`src/rtl/cdb_arbiter.sv`:
```
// Round-robin arbiter for the common data bus: one registered tag/data broadcast per cycle.
// Define CDB_PERF_CNT_EN to add the saturating conflict_cnt output.
module cdb_arbiter #(
    parameter int              N_REQ       = 4,
    parameter int              TAG_W       = 3,
    parameter int              DATA_W      = 32,
    parameter logic [TAG_W-1:0] INVALID_TAG = '0
) (
    input  logic                      CLK,
    input  logic                      RST,
    input  logic [N_REQ-1:0]          req_valid,
    input  logic [N_REQ*TAG_W-1:0]    req_tag,
    input  logic [N_REQ*DATA_W-1:0]   req_data,
    output logic [N_REQ-1:0]          req_ready,
    input  logic                      cdb_hold,
    input  logic                      cdb_flush,
    output logic                      cdb_valid,
    output logic [TAG_W-1:0]          cdb_tag,
    output logic [DATA_W-1:0]         cdb_data
`ifdef CDB_PERF_CNT_EN
    ,
    output logic [31:0]               conflict_cnt
`endif
);

    localparam int PTR_W = $clog2(N_REQ);
    localparam logic [PTR_W-1:0] LAST_IDX = PTR_W'(N_REQ - 1);

    logic [PTR_W-1:0] rr_ptr;
    logic [PTR_W-1:0] winner;
    logic             found;
    logic             transfer;
    int               idx;

    // Search starts at rr_ptr and wraps, so the last winner has lowest priority.
    always_comb begin
        found  = 1'b0;
        winner = '0;
        idx    = 0;
        for (int k = 0; k < N_REQ; k++) begin
            idx = int'(rr_ptr) + k;
            if (idx >= N_REQ) idx = idx - N_REQ;
            if (!found && req_valid[idx]) begin
                found  = 1'b1;
                winner = idx[PTR_W-1:0];
            end
        end
    end

    assign transfer = found & ~cdb_hold & ~cdb_flush & ~RST;

    always_comb begin
        req_ready = '0;
        if (transfer) req_ready[winner] = 1'b1;
    end

    // Flush wins over hold; hold freezes both the bus register and the pointer.
    always_ff @(posedge CLK or posedge RST) begin
        if (RST) begin
            cdb_valid <= 1'b0;
            cdb_tag   <= INVALID_TAG;
            cdb_data  <= '0;
            rr_ptr    <= '0;
        end else if (cdb_flush) begin
            cdb_valid <= 1'b0;
            cdb_tag   <= INVALID_TAG;
            cdb_data  <= '0;
        end else if (!cdb_hold) begin
            if (found) begin
                cdb_valid <= 1'b1;
                cdb_tag   <= req_tag[int'(winner)*TAG_W +: TAG_W];
                cdb_data  <= req_data[int'(winner)*DATA_W +: DATA_W];
                rr_ptr    <= (winner == LAST_IDX) ? '0 : winner + 1'b1;
            end else begin
                cdb_valid <= 1'b0;
                cdb_tag   <= INVALID_TAG;
                cdb_data  <= '0;
            end
        end
    end

`ifdef CDB_PERF_CNT_EN
    // Counts granted cycles that had contention; sticks at all-ones.
    always_ff @(posedge CLK or posedge RST) begin
        if (RST) begin
            conflict_cnt <= '0;
        end else if (transfer && ($countones(req_valid) >= 2) && (conflict_cnt != 32'hFFFF_FFFF)) begin
            conflict_cnt <= conflict_cnt + 32'd1;
        end
    end
`endif

endmodule

```
`config.mk`:
```
export PLATFORM = sky130hd
export DESIGN_NAME = cdb_arbiter
export DESIGN_NICKNAME = d
export VERILOG_FILES = /design/src/rtl/cdb_arbiter.sv
export SDC_FILE = /design/constraint.sdc
export NUM_CORES = 1
export LEC_CHECK = 0
export BUFFER_PORTS_ARGS = -buffer_cell sky130_fd_sc_hd__buf_2
export CORE_UTILIZATION = 49
export DETAILED_ROUTE_END_ITERATION = 8
export GPL_TIMING_DRIVEN = 0
export PLACE_DENSITY = 0.87
export SLEW_MARGIN = 0
export SYNTH_ARGS = -nofsm -noshare
export SYNTH_HDL_FRONTEND = slang
export SYNTH_SLANG_ARGS = --single-unit
export TNS_END_PERCENT = 1
```
`constraint.sdc`:
```
create_clock -name CLK -period 5.7 [get_ports CLK]
set_clock_uncertainty 0.15 [all_clocks]
set_input_delay 0.57 -clock CLK [delete_from_list [all_inputs] [get_ports CLK]]
set_output_delay 0.57 -clock CLK [all_outputs]
set_load 0.02 [all_outputs]
```
Yosys cells after proc, flatten, opt, wreduce, memory -nomap -nowiden
Index checks and enable logic that the tools add are counted.

Flip-flop bits (word level): 38.

Add/subtract/negate cells: 8. $mul: 1. Magnitude comparators: 10. Eq/ne operators: 2. Shift operators: 2. Multiplexer cells: 37. Bitwise gates (word level): 6. Reduce and logical (&&, ||, !) cells: 8.

Operators with widths (number): 32-bit two-way mux (7); 32-bit by 4-bit < comparator with 1-bit output, second input constant (4); 128-bit by 8-bit indexed part select with 32-bit output (1); 1-bit two-way mux (16); 12-bit by 5-bit indexed part select with 3-bit output (1); 3-bit by 3-bit subtractor with 4-bit output, second input constant (3); 2-bit two-way mux (5); 3-bit greater-or-equal comparator, second input constant (3); 3-bit two-way mux (3); 1-bit binary-select mux with 2-bit select (4); 2-bit by 2-bit adder with 3-bit output, second input constant (2); 1-bit logical AND (4); 2-bit by 2-bit multiplier with 4-bit output, second input constant (1); 4-bit two-way mux (1); 2-bit by 3-bit subtractor with 4-bit output, second input constant (1); 2-bit by 1-bit adder with 3-bit output, second input constant (1); 1-bit bitwise AND (3); 2-bit by 3-bit greater-or-equal comparator with 1-bit output, second input constant (1); 1-bit logical NOT (3); 2-bit by 3-bit < comparator with 1-bit output, second input constant (1); 1-bit inverter (3); 3-bit AND reduction (1); 2-bit by 1-bit adder with 2-bit output, second input constant (1); 1-bit demux with 2-bit select (1); 3 further kinds (3).

Longest topological paths before layout
Word-level depth: 20. Mapped depth: 8.

Worst setup path before layout
Ideal clock, no wire load.

Path type: input port to output port. Start: in req_valid[2]. End: out req_ready[0]. Arrival time: 2.335 ns. Slack: 2.645 ns. Cell stages on the path: 8. Buffers on the path: 2. Cells stage by stage: nor2b_1 > a21boi_0 > o32a_1 > buf_4 > clkinv_2 > buf_2 > ha_1 > nor3b_1.

Word-level cells in the longest chain between the ends: 18.

RTL lines: start, declared (RTL line 11) `input logic [N_REQ-1:0] req_valid,`; 1-bit binary-select mux with 2-bit select (RTL line 43) `if (!found && req_valid[idx]) begin`; 1-bit two-way mux (implied by the code) (2 in series) (RTL line 43); 1-bit two-way mux (RTL line 43); 1-bit logical NOT (RTL line 43); 1-bit logical AND (RTL line 43); 1-bit two-way mux (RTL line 43); 1-bit logical NOT (RTL line 43); 1-bit logical AND (RTL line 43); 1-bit two-way mux (RTL line 43); 1-bit logical NOT (RTL line 43); 1-bit logical AND (RTL line 43); 2-bit two-way mux (RTL line 43); 2-bit by 3-bit < comparator with 1-bit output (implied by the code) or 2-bit by 1-bit greater-or-equal comparator with 1-bit output (tied branches) (RTL line 54) `if (transfer) req_ready[winner] = 1'b1;`; 1-bit logical AND (implied by the code) (RTL line 54); 1-bit two-way mux (implied by the code) (RTL line 54); 1-bit demux with 2-bit select (RTL line 54); 4-bit two-way mux (*) (RTL line 54); end, declared (RTL line 14) `output logic [N_REQ-1:0] req_ready,`.

Mark *: on every way between the ends. The rest lies on a longest branch, timed or not. The select of a mux whose other input is x is not followed.

Final worst setup path
Start: in req_valid[2]. End: out req_ready[1].

The elaborated chain is that of the path after synthesis.

==> reports/qor.txt <==
DP Area - 4360 um2
die width - 84.4 um
vias in the first global route - 3,601
post-CTS sizing - 0
total power - 1.66 mW
Worst Reg-to-Reg Cells - 7
global route total overflow - 0
worst slew pin tran - 0.819 ns
clk buf depth - 2
Tcrit/Tclk final - 56.9%
EDFF count, synth - 0
WS Path Type - in -> out
outcome - finished, violations left
core area - 6460 um2
yosys warns - 0
Cell Rows - 29
CP Capture Type - primary output
worst min path class - in -> async
leakage - 2.21 nW
Synth area leaders - dfrtp_1 (29%), a211oi_2 (26%), and3_1 (13%)
TritonRoute pass-1 iters - 7
final setup violation count - 0
Fill cells - 521
required time of the worst setup path - 4.98 ns
Yosys reg bits - 38
drt total wl - 10,400 um
# IOs - 188
Yosys top cell by area - dfrtp_1
crit path cell chain - buf_2, nor2b_1, a21boi_0, o32a_1, buf_4, clkinv_2, buf_2, ha_1, nor3b_1, buf_2
Syn Nets - 468
FMAX - 309 MHz
Most Frequent Cell on Critical Path - buf_2
Pwr Density - 374 nW/um2
R2R Setup Slk - 3.48 ns
syn_area_per_cell - 10.5 um2
post-place setup slack - 2.49 ns
DR DRC count - 9
clock slew at reported path FFs - 0.07 ns
hold_buf cts - 0
# port buffers - 187
Via density - 5.85
RSZ-0062 raised after global routing - no
final core occ - 68.6%
synthesized area - 3320 um2
GP Congestion - 0.871
initial antenna violation count - 0
commonest cells in the netlist - a211oi_2 (70), and3_1 (70), dfrtp_1 (38)
# clock sinks - 38
Antenna Violating Nets Remaining - 0
arrival time at the worst endpoint - 2.52 ns
H-tree depth - 2
Setup TNS - 0 ns
per-cell routed wire length - 17.7 um
first-pass GRT wire length - 16,900 um
Die H - 84.4 um
CP peak stage delay - 0.34 ns
Post-synth ARST share - 100%
CTS Buf Count - 5
failing checks - design-rule violations
max cap viols - 0
post-route cell area - 4430 um2
HPWL after detailed placement - 8190 um
largest net degree at the start of global routing - 39
Final Max Tran Viols - 0
later-pin clock latency in the skew report - 0.29 ns
initial core utilization - 51.5%
Area Growth Syn to Fin - 33.4%
TritonCTS clock tree - done
routed via count - 3,433
post-CTS setup buffers - 0
Non-Filler Instances - 587
final-stage net count - 662
DP Cell Count - 580
Detailed Route Iter0 Violations - 127
slew margin rel. - 45.3%
hold_ws - 0.324 ns
worst vdd ir - 0.181 mV
post-synth top area share - 28.6%
Overall Global Routing Usage - 29.9%
ratio of cells with drive above 1 in the final layout - 63.9%
type of origin of the critical path - input pin
Die Area - 7110 um2
Final Hold Vio Count - 0
Worst path slowest cell - buf_2
Critical Path Fanout Max - 11
n_diodes - 0
post-synthesis sequential area ratio - 28.6%
Mapped Cells - 316
Main synth FF type - dfrtp_1
fin crit period - 3.24 ns
clock root buffer - clkbuf_8
Synth cell types - 24
final worst setup slack - 2.46 ns
-- final cells by class --
class / instances / area, um2 / area share, %
Tap cell: 77 / 96.3 / 2.17
Timing Repair Buffer: 187 / 936 / 21.1
Buffer: 38 / 253 / 5.70
Multi-Input combinational cell: 236 / 2100 / 47.5
Clock buffer: 7 / 76.3 / 1.72
Sequential cell: 38 / 951 / 21.5
Inverter: 4 / 16.3 / 0.367
-- kinds of logic after synthesis --
logic type,count (synthesis),share of synthesized area [%]
AO/OA/AOI/OAI,109,40.8
buffers and inverters,42,8.09
flip-flops,38,28.6
AND/OR/NAND/NOR,122,20.7
adder cells (fa/ha/maj),4,1.51
multiplexers,1,0.339
-- flip-flops by register name (all words and copies together) (netlist names) --
signal / cells
cdb_valid: 1
cdb_data: 32
cdb_tag: 3
rr_ptr: 2
-- cells in the final DEF, fill, tap and decap left out, drive strengths merged, types with 3 or more instances in the layout --
master	instances
nor3b	4
dfrtp	38
inv	3
buf	211
nand2	38
and3	70
a211oi	70
nor2	3
nor2b	5
o31ai	35
ha	4
clkbuf	21
-- metal layers --
| metal | track usage [%] | routed length (um) |
|---|---|---|
| met3 | 4.92 | 545 |
| met5 | 0 | 0 |
| met2 | 54.6 | 5460 |
| met4 | 12.6 | 273 |
| met1 | 34.6 | 4110 |
-- final timing paths --
check                                         startpoint                        to
worst max register to register     rr_ptr[0]$_DFFE_PP0P_     rr_ptr[1]$_DFFE_PP0P_
worst max-delay path                        req_valid[2]              req_ready[1]
max in group asynchronous                            RST  cdb_data[29]$_DFFE_PP0P_
min in group CLK                cdb_data[29]$_DFFE_PP0P_  cdb_data[29]$_DFFE_PP0P_
worst min register to register  cdb_data[29]$_DFFE_PP0P_  cdb_data[29]$_DFFE_PP0P_
worst min-delay path                                 RST  cdb_data[11]$_DFFE_PP0P_
-- report_power, final --
| group | leakage [nW] | internal [mW] | switching, mW | total, mW |
|---|---|---|---|---|
| clock | 0.0383 | 0.0843 | 0.0903 | 0.175 |
| combinational | 1.68 | 0.456 | 0.662 | 1.12 |
| sequential | 0.501 | 0.328 | 0.0353 | 0.364 |
-- critical path: cells and delay by family --
family                     cells  cell delay [ns]
and+or+nand+nor                2             0.31
buffers and inverters          5             1.03
AOI/OAI and AO/OA              2             0.41
adders and majority gates      1             0.20
(Power assumes the default switching activity.)
